### config.mk
export PLATFORM = sky130hd
export DESIGN_NAME = pc_sequencer
export DESIGN_NICKNAME = d
export VERILOG_FILES = /design/src/rtl/pc_sequencer.sv
export SDC_FILE = /design/constraint.sdc
export NUM_CORES = 1
export LEC_CHECK = 0
export ABC_CLOCK_PERIOD_IN_PS = 4700
export CAP_MARGIN = 40
export CORE_ASPECT_RATIO = 1.25
export CORE_UTILIZATION = 30
export DETAILED_ROUTE_END_ITERATION = 12
export MAX_ROUTING_LAYER = met4
export PLACE_DENSITY = 0.57
export SYNTH_ARGS = -nofsm -noshare
export SYNTH_HDL_FRONTEND = slang
export SYNTH_SLANG_ARGS = --single-unit
### constraint.sdc
create_clock -name clk -period 4.7 [get_ports clk]
set_clock_uncertainty 0.15 [all_clocks]
set_input_delay 1.175 -clock clk [delete_from_list [all_inputs] [get_ports clk]]
set_output_delay 1.175 -clock clk [all_outputs]
set_load 0.05 [all_outputs]
### src/rtl/pc_sequencer.sv
// pc_sequencer: program counter and run control for a single-cycle core.
// Owns the PC that addresses the instruction ROM, applies the decoder's
// halt/branch controls each cycle, sequences start/halt/done, and counts
// retired instructions with a saturating counter.
module pc_sequencer #(
    parameter int            IW         = 16,
    parameter logic [IW-1:0] START_ADDR = '0,
    parameter int            CW         = 16
) (
    input  logic          clk,
    input  logic          reset,
    input  logic          start,
    input  logic          halt_i,
    input  logic          branch_i,
    input  logic          branch_type_i,
    input  logic          zero_i,
    input  logic [7:0]    target_i,
    output logic [IW-1:0] pc_o,
    output logic          run_o,
    output logic          done,
    output logic [CW-1:0] icount_o
);

    typedef enum logic [1:0] {
        ST_IDLE   = 2'b00,
        ST_RUN    = 2'b01,
        ST_HALTED = 2'b10,
        ST_BAD    = 2'b11
    } state_t;

    state_t        state_q, state_d;
    logic [IW-1:0] pc_q, pc_d;
    logic [CW-1:0] icount_q, icount_d;

    // Retired-instruction count sticks at all-ones instead of wrapping.
    function automatic logic [CW-1:0] sat_inc(input logic [CW-1:0] v);
        return (&v) ? v : v + {{(CW-1){1'b0}}, 1'b1};
    endfunction

    // PC-relative target: offset is a signed byte, wrap is silent.
    function automatic logic [IW-1:0] rel_target(input logic [IW-1:0] pc,
                                                 input logic [7:0]    off);
        logic signed [IW-1:0] off_sx;
        off_sx = {{(IW-8){off[7]}}, off};
        return pc + $unsigned(off_sx);
    endfunction

    // Next PC for a retiring, non-halting instruction: absolute jump beats
    // a taken relative branch, which beats fall-through.
    function automatic logic [IW-1:0] next_pc(input logic [IW-1:0] pc,
                                              input logic          br,
                                              input logic          br_abs,
                                              input logic          zero,
                                              input logic [7:0]    tgt);
        if (br && br_abs) begin
            return {{(IW-8){1'b0}}, tgt};
        end else if (br && zero) begin
            return rel_target(pc, tgt);
        end else begin
            return pc + {{(IW-1){1'b0}}, 1'b1};
        end
    endfunction

    // State, PC and counter registers; reset returns everything to the
    // pre-start condition regardless of the current state.
    always_ff @(posedge clk) begin
        if (reset) begin
            state_q  <= ST_IDLE;
            pc_q     <= START_ADDR;
            icount_q <= '0;
        end else begin
            state_q  <= state_d;
            pc_q     <= pc_d;
            icount_q <= icount_d;
        end
    end

    // Next-state and next-datapath logic; one instruction retires per RUN cycle.
    always_comb begin
        state_d  = state_q;
        pc_d     = pc_q;
        icount_d = icount_q;
        case (state_q)
            ST_IDLE, ST_HALTED: begin
                // Decoder controls are meaningless outside RUN; only start matters.
                if (start) begin
                    state_d  = ST_RUN;
                    pc_d     = START_ADDR;
                    icount_d = '0;
                end
            end
            ST_RUN: begin
                // The halt instruction itself retires and is counted; any
                // branch raised alongside it is dropped.
                icount_d = sat_inc(icount_q);
                if (halt_i) begin
                    state_d = ST_HALTED;
                end else begin
                    pc_d = next_pc(pc_q, branch_i, branch_type_i, zero_i, target_i);
                end
            end
            default: begin
                state_d = ST_IDLE;
            end
        endcase
    end

    // Status outputs decoded straight from the state register.
    always_comb begin
        run_o = (state_q == ST_RUN);
        done  = (state_q == ST_HALTED);
    end

    assign pc_o     = pc_q;
    assign icount_o = icount_q;

endmodule

==> out/results.ini, run 1 <==
[global_route]
antenna_found_initial=0
grt.total_usage_pct=16.0
grt_pass1_vias=2033
grt_max_degree=17
grt_pass1_wl_mm=9.72
overflow=0

[routing]
via_per_inst=5.20
first_pass_iters=4
vias=2149
avgRoutedWirePerCell_um=13.9
drt_iter0_markers=75
drc_errors=0
drt.antenna.violating_nets=0
routed_wirelength_mm=5.74

[placement]
dpl.hpwl_mm=4.26
dp.cells=406
place.gp.congestion=0.863
port_buffers=48

[die]
fp-row-count=34
die_x_um=79.4
coreArea_um2=7100
io_pins=49
die_y_um=98.8
die_area_um2=7850
start_util_pct=31.6

[power]
power.total_mw=0.700
swShare_pct=27.2
leakage_nw=1.05
p_int_mw=0.510
p_seq_share_pct=43.2
vdd_ir_drop_max_mv=0.123
power.switching_mw=0.190
clockPowerShare_pct=39.8
power.density_nw_per_um2=241
pwr-share-comb_pct=17.0

[critical_path]
critPathRequiredTime_ns=4.72
arrival_ns=3.83
critical_path_class=input port to register
cp-end-kind=register
cp_max_fo=10
worstSetupStartpointType=input port

[sta]
finalSetupViolations=0
slew_headroom_pct=54.2
timing.hold.ws_ns=0.342
fmax_mhz=263
post-route-min-period_ns=3.80
tightest_slew_ns=0.686
fin_setup_tns_ns=0
rsz0062_at_grt=false
hold_viol=0
finalCritPeriodShare_pct=80.9
report.final.slew_viol_count=0

[cts]
cts.sinks=34
cts_resized=0
cts_setup_buffers=0
cts_buffers=5
clockBufferDepth=2
insertion_delay_ns=0.28
cts_tree=done
htreeDepth=2
clkTransAtPathRegs_ns=0.07
cts_root_buf=clkbuf_8
holdBufCountCts=0

[synthesis]
synth.most_common_cell=nor2_1
synth_seq_cells=34
synth_largest_area_cell=dfxtp_1
synth_fp_nets=305
synthCells=279
yosys-top-cells-area=dfxtp_1 (30%), nor2_1 (6.2%), ha_1 (5.6%), a21oi_1 (4.7%), nand2_1 (4.2%)
synth_ff_type=dfxtp_1
synth_edf_count=0
synth_top_area_share_pct=30.3
synthArstFlopShare_pct=0
syn_avg_cell_area_um2=8.06
ys_top_cells_by_count=nor2_1 (37), dfxtp_1 (34), nand2_1 (25)
yosysSeqAreaShare_pct=30.3
ys_types=58
ys_warn_count=0
netlist_area_um2=2250

[run]
drv_cap=0

[worst_hold_path]
hold_path.class=register to register

[layout]
antenna-diode-count=0
final_cells=413
drive_gt1_share_pct=8.05
syn_to_final_growth_pct=29.4
fin_nets=349

[run_status]
status=complete, no violations

==> metal layers <==
layer | part of all wire (%) | global-route usage, %
met5 | 0 | -
met2 | 49 | 26.6
met1 | 45 | 19.2
met3 | 4.0 | 2.78
met4 | 1.2 | 5.31
==> cells by family after synthesis <==
group                      Yosys count  synth area share, %
muxes                                6                 3.23
xor gates and xnor gates            17                 6.62
adders and majority gates           11                 6.46
DFF                                 34                 30.3
buffers and inverters               21                 4.01
AOI/OAI and AO/OA                   67                 20.6
and+or+nand+nor                    123                 28.8
==> power groups by stage <==
stage / logic [mW] / registers (mW) / clock network (mW)
floorplan: 0.0643 / 0.323 / 0
global placement: 0.119 / 0.309 / 0
detailed placement: 0.119 / 0.309 / 0
CTS: 0.120 / 0.302 / 0.289
global route: 0.131 / 0.304 / 0.297
finish: 0.119 / 0.302 / 0.279
==> per-stage QoR <==
stage               cell area, µm²  utilization, %  setup WS [ns]
finish                        2910            40.9          0.896
global route                  2910            40.9          0.661
CTS                           2910            40.9          0.917
detailed placement            2800            39.4          0.624
global placement              2800            39.4          0.660
floorplan                     2250               -           1.30
==> registers in the layout, summed over array words and instances (netlist names) <==
signal / flops
icount_o: 16
pc_o: 16
state_q: 2
==> final timing paths <==
kind,endpoint,depth (start not counted),startpoint,slack [ns]
worst max-delay path,pc_o[8],11,branch_i,0.90
worst min-delay path,pc_o[13],2,pc_o[13],0.34
worst max register to register,pc_o[8],9,pc_o[0],2.17
worst min register to register,pc_o[13],2,pc_o[13],0.34
==> worst max-delay path, stage by stage <==
cell and delay, ns:
clkdlybuf4s50_1 0.61, nand3b_1 0.12, ha_1 0.22, fa_1 0.42, a211oi_1 0.26, nor2_1 0.13, o41ai_4 0.40, nand2_1 0.10
o22ai_1 0.18, xnor2_1 0.14, o21ai_1 0.07
==> area by class of cell <==
class / instances / area [µm²]
flip-flops and latches: 34 / 681
repair buffers: 50 / 495
fillers: 701 / 4200
multi-input cells: 224 / 1480
well taps: 90 / 113
clock buffers: 6 / 82.6
inverters: 8 / 30.0
clock inverters: 1 / 30.0
==> cells in the final DEF (no fill, tap or decap), types with 3 or more instances in the layout <==
cell type / count
nor2b_1: 3
inv_1: 6
nand3_1: 12
xor2_1: 8
nand4_1: 6
dfxtp_1: 34
ha_1: 10
xnor2_1: 9
a31oi_1: 3
nor2_1: 37
nand2b_1: 4
and3_1: 6
or3_1: 5
a21oi_2: 3
o21ai_0: 10
nand2_1: 25
a21o_1: 5
a21oi_1: 21
o211ai_1: 3
a211oi_1: 4
clkdlybuf4s50_1: 48
mux2i_1: 5
nor3_1: 5
clkbuf_8: 6
Power figures use the tool's default switching activity.
==> run 2, diff against run 1 <==
--- a/config.mk
+++ b/config.mk
@@ -5,13 +5,13 @@
 export SDC_FILE = /design/constraint.sdc
 export NUM_CORES = 1
 export LEC_CHECK = 0
-export ABC_CLOCK_PERIOD_IN_PS = 4700
+export ABC_CLOCK_PERIOD_IN_PS = 3450
 export CAP_MARGIN = 40
 export CORE_ASPECT_RATIO = 1.25
 export CORE_UTILIZATION = 30
 export DETAILED_ROUTE_END_ITERATION = 12
 export MAX_ROUTING_LAYER = met4
-export PLACE_DENSITY = 0.57
+export PLACE_DENSITY = 0.59
 export SYNTH_ARGS = -nofsm -noshare
 export SYNTH_HDL_FRONTEND = slang
 export SYNTH_SLANG_ARGS = --single-unit
==> constraint.sdc (replaced) <==
create_clock -name clk -period 3.45 [get_ports clk]
set_clock_uncertainty 0.15 [all_clocks]
set_input_delay 0.8625 -clock clk [delete_from_list [all_inputs] [get_ports clk]]
set_output_delay 0.8625 -clock clk [all_outputs]
set_load 0.05 [all_outputs]
==> out/results.ini, run 2 (synthesis results as in run 1) <==
[sta]
tightest_slew_ns=0.567
finalSetupViolations=0
hold_viol=0
post-route-min-period_ns=3.28
report.final.slew_viol_count=0
fmax_mhz=305
finalCritPeriodShare_pct=95.1
slew_headroom_pct=62.1

[critical_path]
critical_path_class=input port to register
cp-end-kind=register
arrival_ns=3.31
cp_slowest_stage_delay_ns=0.42
reg2regPathDepth=10
cp_slowest_cell=clkdlybuf4s50_1
critPathRequiredTime_ns=3.48
cp_max_fo=7
path_cells=clkdlybuf4s50_1 -> nand3b_1 -> ha_1 -> fa_1 -> a211oi_2 -> nor2_2 -> o41ai_4 -> buf_4 -> nand2_1 -> o22ai_1 -> xnor2_1 -> o21ai_1
path_delay_family=compound AO/OA/AOI/OAI gates
cp.depth=12
worstSetupStartpointType=input port
cp_num_buf_inv=2

[die]
die_area_um2=7850
start_util_pct=31.6
die_x_um=79.4
die_y_um=98.8
coreArea_um2=7100
fp-row-count=34
io_pins=49

[worst_hold_path]
hold_path.class=register to register
holdPathStages=2

[power]
leakage_nw=1.16
pwr-share-comb_pct=18.6
power.total_mw=0.941
swShare_pct=28.3
power.switching_mw=0.267
vdd_ir_drop_max_mv=0.164
clockPowerShare_pct=37.7
power.density_nw_per_um2=306
p_seq_share_pct=43.7
p_int_mw=0.675

[layout]
most-common-layout-cells=clkdlybuf4s50_1 (48), nor2_1 (36), dfxtp_1 (34), nand2_1 (25), buf_4 (24)
drive_gt1_share_pct=14.7
final_core_util_pct=43.3
fillCellCount=751
antenna-diode-count=0
final_common_cell=clkdlybuf4s50_1
fin_nets=371
syn_to_final_growth_pct=37.0
final_cells=436

[cts]
cts_root_buf=clkbuf_8
clockBufferDepth=2
cts.sinks=34
htreeDepth=2
clkTransAtPathRegs_ns=0.08
cts_buffers=5
insertion_delay_ns=0.29
holdBufCountCts=0
cts_tree=done

[global_route]
overflow=0
grt_pass1_wl_mm=9.96
grt.total_usage_pct=16.5
grt_max_degree=16
grt_pass1_vias=2112
antenna_found_initial=0

[routing]
routed_wirelength_mm=5.91
via_per_inst=5.18
avgRoutedWirePerCell_um=13.6
met1_length_mm=2.76
drc_errors=0
first_pass_iters=4
drt_iter0_markers=86
drt.antenna.violating_nets=0
vias=2259
top_layer=met4
route.met2.wl_mm=2.83
wl_met3_um=200

[placement]
dp.cells=427
port_buffers=48
place.gp.congestion=0.853
dpl.hpwl_mm=4.44

[run_status]
status=complete, no violations

[run]
drv_cap=0

==> run 2: worst paths after layout <==
path                     from      end  slack [ns]
setup / recovery  target_i[0]  pc_o[8]        0.17
hold / removal        pc_o[4]  pc_o[4]        0.35
setup reg to reg      pc_o[0]  pc_o[8]        0.99
hold reg to reg       pc_o[4]  pc_o[4]        0.35
==> run 2: area by class of cell <==
cell class,count,area (µm²),area share [%]
repair buffers,72,661,21.5
multi-input cells,224,1490,48.2
inverters,8,30.0,0.975
clock buffers,8,110,3.58
well taps,90,113,3.66
flip-flops and latches,34,681,22.1
==> run 2: timing repair <==
item	4_1_cts	5_1_grt
endpoints found under the setup margin	0	3
buffers inserted	0	1
resized for setup	0	2
==> run 2: metal layers <==
layer  up-vias  GRT usage, %
met4         0          6.15
met5         -             -
li1       1135             -
met3        15          2.78
met1      1058          20.4
met2        51          26.4
==> run 2: power by group through the flow <==
| stage | combinational, mW | clock, mW | sequential, mW |
|---|---|---|---|
| global placement | 0.175 | 0 | 0.420 |
| global route | 0.191 | 0.388 | 0.413 |
| CTS | 0.176 | 0.369 | 0.411 |
| floorplan | 0.0876 | 0 | 0.439 |
| detailed placement | 0.175 | 0 | 0.420 |
| finish | 0.175 | 0.355 | 0.411 |
==> run 2: per-stage QoR <==
step                      TNS [ns]  hold WS [ns]  setup WS, ns  instance area, µm²
after detailed placement    -0.441         0.336        -0.122                2950
after CTS                        0         0.353         0.182                3060
final                            0         0.347         0.169                3080
after global routing       -0.0381         0.385       -0.0381                3080
after floorplan                  0         0.513         0.365                2250
after global placement      -0.343         0.327        -0.106                2950
==> run 2: tightest hold or removal path, stage by stage, from the launching register on <==
cell and delay, ns:
dfxtp_1 0.33, nand3_1 0.07, a21oi_1 0.06
==> patch 1 (flow settings as in run 2) <==
Make the reset (`reset`) asynchronous in one clocked block.
--- a/src/rtl/pc_sequencer.sv
+++ b/src/rtl/pc_sequencer.sv
@@ -63,7 +63,7 @@
 
     // State, PC and counter registers; reset returns everything to the
     // pre-start condition regardless of the current state.
-    always_ff @(posedge clk) begin
+    always_ff @(posedge clk or posedge reset) begin
         if (reset) begin
             state_q  <= ST_IDLE;
             pc_q     <= START_ADDR;
Function: differs if reset is asserted again (counterexample within 4 cycles, from zero or initial values and one cycle with reset high); with reset held inactive, the same outputs for 10 cycles.
==> patch 1 against run 2 <==
- design area shrank 3.7%
- highest routed layer unchanged
- die area is the same
- sequential share of layout area grew 6.6 points
- sequential cell count did not move
- setup slack improved by 54 ps
- critical path type unchanged
- wire length down 3.0%
- largest cell class unchanged
- synthesized area unchanged
Power is not compared: it rests on default switching activity, and its combinational part moved more than twofold at a synthesized area within 25%.
==> patch 1: results (changes against run 2) <==
Synthesis
  – Post-synth ARST share: 100% (was 0%)
  – Synth Instances: 258 (was 279)
  – Proportion of synthesized area in mux cells: 2.23% (was 3.23%)
  – Main flop type after synthesis: dfrtp_1 (was dfxtp_1)
  – Yosys cell types: 47 (was 58)
  – Syn nets: 284 (was 305)
  – Seq/Total Area, Yosys: 37.8% (was 30.3%)
  – Synth Area in Compound Gates: 16.0% (was 20.6%)
  – Commonest cells in the netlist: dfrtp_1 (34), nor2_1 (32), nand2_1 (23) (was nor2_1 (37), dfxtp_1 (34), nand2_1 (25))
  – Synth area leaders: dfrtp_1 (38%), ha_1 (5.6%), nor2_1 (5.3%) (was dfxtp_1 (30%), nor2_1 (6.2%), ha_1 (5.6%))

Timing
  – Hold Slack: 385 ps (was 347 ps)
  – Rel. slew slack: 56.0% (was 62.1%)

Clock network
  – Latest clock arrival within the worst-skew pair: 280 ps

Global routing
  – Met3 GRT Util: 2.59% (was 2.78%)
  – Largest net degree at the start of global routing: 35 (was 16)
  – GR Util met1: 19.3% (was 20.4%)
  – Total GRT Usage: 16.3% (was 16.5%)
  – Met2 Use GR: 27.3% (was 26.4%)
  – First-pass GRT wire length: 9.76 mm (was 9.96 mm)

Detailed routing
  – Drt initial violations: 70 (was 86)
  – Total wire length: 5.74 mm (was 5.91 mm)
  – Via count: 2,107 (was 2,259)

Place
  – Placed Instances: 400 (was 427)
  – Hpwl dp: 4.33 mm (was 4.44 mm)
  – Routability cong.: 0.816 (was 0.853)
  – Setup WS pre-CTS: -74.1 ps (was -122 ps)
  – Placed Area: 2880 µm² (was 2950 µm²)

Critical path
  – CP Data Arrival Time: 3240 ps (was 3310 ps)
  – Reg2reg end: pc_o[14]$_DFFE_PP0P_ (was pc_o[8]$_SDFFE_PP0P_)
  – Worst reg2reg path depth: 9 (was 10)
  – Cell family with most CP delay: buffers and inverters (was compound AO/OA/AOI/OAI gates)
  – FF-to-FF Start: pc_o[0]$_DFFE_PP0P_ (was pc_o[0]$_SDFFE_PP0P_)
  – Slowest-stage cell, CP: clkdlybuf4s50_1 (unchanged)
  – Flop2flop setup slack: 1120 ps (was 990 ps)
  – Crit path largest cell delay: 630 ps (was 420 ps)
  – Max FO, Critical Path: 10 (was 7)

Finish
  – Filler cell count: 718 (was 751)
  – NumNets Final: 343 (was 371)
  – Share of layout cells above drive strength 1: 11.3% (was 14.7%)

Worst hold path
  – End point of the worst hold path: icount_o[4]$_DFFE_PP0P_ (was pc_o[4]$_SDFFE_PP0P_)
  – Hold Path Depth: 1 (was 2)
  – HP Start: icount_o[4]$_DFFE_PP0P_ (was pc_o[4]$_SDFFE_PP0P_)

Run status
  – Run status: finished, final reports clean (unchanged)
patch 1: cell count changes after synthesis, sizes merged, moves of 5 or more:
cell / run 2 / this run
clkbuf: 9 / 4
dfxtp: 34 / 0
dfrtp: 0 / 34
nor2: 38 / 33
nand3: 12 / 20
a21oi: 25 / 17
o21ai: 12 / 24
patch 1: layout make-up:
class / count / area, µm² / area share [%]
inverters: 9 / 38.8 / 1.31
flip-flops and latches: 34 / 851 / 28.7
multi-input cells: 208 / 1310 / 44.2
clock inverters: 1 / 5.00 / 0.169
clock buffers: 7 / 86.3 / 2.91
well taps: 90 / 113 / 3.80
repair buffers: 59 / 563 / 19.0
patch 1: worst max path at each step:
| stage | cells after the start | slack [ps] | end | from |
|---|---|---|---|---|
| finish | 11 | 220 | pc_o[14]$_DFFE_PP0P_ | branch_i |
| CTS | 11 | 240 | pc_o[14]$_DFFE_PP0P_ | branch_i |
| global route | 11 | 40 | pc_o[14]$_DFFE_PP0P_ | branch_i |
| floorplan | 10 | 560 | pc_o[15]$_DFFE_PP0P_ | branch_i |
| detailed placement | 11 | -70 | pc_o[14]$_DFFE_PP0P_ | branch_i |
| global placement | 11 | -30 | pc_o[14]$_DFFE_PP0P_ | branch_i |
patch 1: power by group:
| part | switching, mW | total, mW | internal [mW] | leakage, nW |
|---|---|---|---|---|
| Combinational | 0.430 | 0.680 | 0.249 | 0.774 |
| Clock | 0.145 | 0.306 | 0.161 | 0.0482 |
| Sequential | 0.0806 | 0.538 | 0.457 | 0.463 |
patch 1: metal layers:
metal	share of wire, %	up-vias
met1	44	1009
li1	-	1038
met5	0	-
met4	1.8	0
met3	3.6	9
met2	50	51
==> patch 2 (flow settings as in run 2) <==
Made on the original files. `CW`: 16 -> 18.
--- a/src/rtl/pc_sequencer.sv
+++ b/src/rtl/pc_sequencer.sv
@@ -5,7 +5,7 @@
 module pc_sequencer #(
     parameter int            IW         = 16,
     parameter logic [IW-1:0] START_ADDR = '0,
-    parameter int            CW         = 16
+    parameter int            CW         = 18
 ) (
     input  logic          clk,
     input  logic          reset,
Ports: changed (resized icount_o); port bits go from 49 to 51. The function was not compared with the original's and may differ.
==> patch 2 against run 2 <==
- design area grew 6.8%
- cell count grew 11%
- critical path depth shrank 2
- synthesized area grew 9.3%
- setup slack lost 57 ps
- sequential cell count grew 2
- combinational power shrank 14%
- wire length grew 18%
- global-route usage grew 0.52 points
- total power shrank 5.6%
- sequential power grew 4%
- critical path type unchanged
- critical endpoint is now pc_o[13]$_SDFFE_PP0P_
- highest routed layer unchanged
==> patch 2: results (changes against run 2) <==
Run status
  – Run status: finished, final reports clean (unchanged)

Finish
  – Inverters: 7 (was 8)
  – Buffering overhead: 20.7% (was 21.5%)
  – Fin util: 41.7% (was 43.3%)
  – Comb_multi_in: 262 (was 224)
  – Post-Layout Cell Count: 482 (was 436)
  – Fraction of area in multi-input gates: 50.3% (was 48.2%)
  – Multi-input gate area: 1650 µm² (was 1490 µm²)
  – Number of non-clock buffers: 74 (was 72)
  – Filler cell count: 794 (was 751)
  – NumNets Final: 412 (was 371)
  – Sequential share of cell area: 21.9% (was 22.1%)

Synthesis
  – Synth area leaders: dfxtp_1 (29%), a21oi_1 (5.3%), ha_1 (5.1%) (was dfxtp_1 (30%), nor2_1 (6.2%), ha_1 (5.6%))
  – Synth Instances: 320 (was 279)
  – Yosys cell types: 52 (was 58)
  – Syn nets: 346 (was 305)

Global routing
  – Total GRT Usage: 17.0% (was 16.5%)
  – Vias in the first global route: 2,441 (was 2,112)
  – Met2 Use GR: 29.9% (was 26.4%)
  – Largest net degree at the start of global routing: 26 (was 16)
  – GR Util met1: 20.0% (was 20.4%)
  – Met3 GRT Util: 2.70% (was 2.78%)
  – First-pass GRT wire length: 11.5 mm (was 9.96 mm)

Place
  – Placed Area: 3200 µm² (was 2950 µm²)
  – Placed Instances: 474 (was 427)
  – Port Buffer Count: 50 (was 48)
  – Setup WS pre-CTS: -230 ps (was -122 ps)
  – Routability cong.: 0.916 (was 0.853)
  – Hpwl dp: 5.19 mm (was 4.44 mm)

Critical path
  – Flop2flop setup slack: 1080 ps (was 990 ps)
  – CP Data Arrival Time: 3360 ps (was 3310 ps)
  – Reg2reg end: pc_o[14]$_SDFFE_PP0P_ (was pc_o[8]$_SDFFE_PP0P_)
  – Max FO, Critical Path: 5 (was 7)
  – Slowest-stage cell, CP: a2111oi_1 (was clkdlybuf4s50_1)
  – Crit path largest cell delay: 560 ps (was 420 ps)

Timing
  – Worst-margin pin slew: 572 ps (was 567 ps)
  – Hold Slack: 348 ps (was 347 ps)

Detailed routing
  – Total wire length: 6.97 mm (was 5.91 mm)
  – Routed length on met2: 3.58 mm (was 2.83 mm)
  – Post-Route M1 WL: 3.02 mm (was 2.76 mm)
  – Metal3 WL: 277 µm (was 200 µm)
  – Drt initial violations: 139 (was 86)

Worst hold path
  – End point of the worst hold path: pc_o[6]$_SDFFE_PP0P_ (was pc_o[4]$_SDFFE_PP0P_)
  – HP Start: pc_o[6]$_SDFFE_PP0P_ (was pc_o[4]$_SDFFE_PP0P_)

Power
  – Peak VDD IR: 158 µV (was 164 µV)
-- patch 2: power breakdown --
| part | leakage [nW] | internal, mW | switching, mW | total, mW |
|---|---|---|---|---|
| logic | 0.867 | 0.0595 | 0.0914 | 0.151 |
| registers | 0.291 | 0.420 | 0.00617 | 0.426 |
| clock network | 0.0479 | 0.141 | 0.170 | 0.311 |
| total | 1.21 | 0.621 | 0.268 | 0.888 |
-- patch 2: timing repair --
item / 4_1_cts / 5_1_grt
hold buffers: 0 / 0
resized for setup: 0 / 2
setup buffers: 0 / 0
endpoints found under the setup margin: 0 / 4
-- patch 2: cell families (layout without fill, tap and decap cells) --
family / after synthesis / count (layout) / synth area share [%]
and+or+nand+nor: 141 / 141 / 29.9
AOI/OAI and AO/OA: 93 / 93 / 25.1
DFF: 36 / 36 / 29.3
buffers and inverters: 22 / 89 / 3.61
xor gates and xnor gates: 15 / 15 / 5.34
adders and majority gates: 11 / 11 / 5.90
muxes: 2 / 2 / 0.814
-- patch 2: worst max-delay path, delay by kind of cell --
| kind | cells | cell delay, ps |
|---|---|---|
| buf+inv | 3 | 880 |
| compound gates | 2 | 680 |
| fa+ha+maj | 1 | 360 |
| simple gates | 4 | 590 |
-- patch 2: how the worst max path moves through the flow --
stage | start | end | slack, ps | cells past startpoint
after global placement | branch_i | pc_o[13]$_SDFFE_PP0P_ | -210 | 10
final | branch_i | pc_o[13]$_SDFFE_PP0P_ | 110 | 10
after detailed placement | branch_i | pc_o[13]$_SDFFE_PP0P_ | -230 | 10
after global routing | branch_i | pc_o[15]$_SDFFE_PP0P_ | 10 | 10
after CTS | branch_i | pc_o[13]$_SDFFE_PP0P_ | 50 | 10
after floorplan | branch_i | pc_o[12]$_SDFFE_PP0P_ | 410 | 10
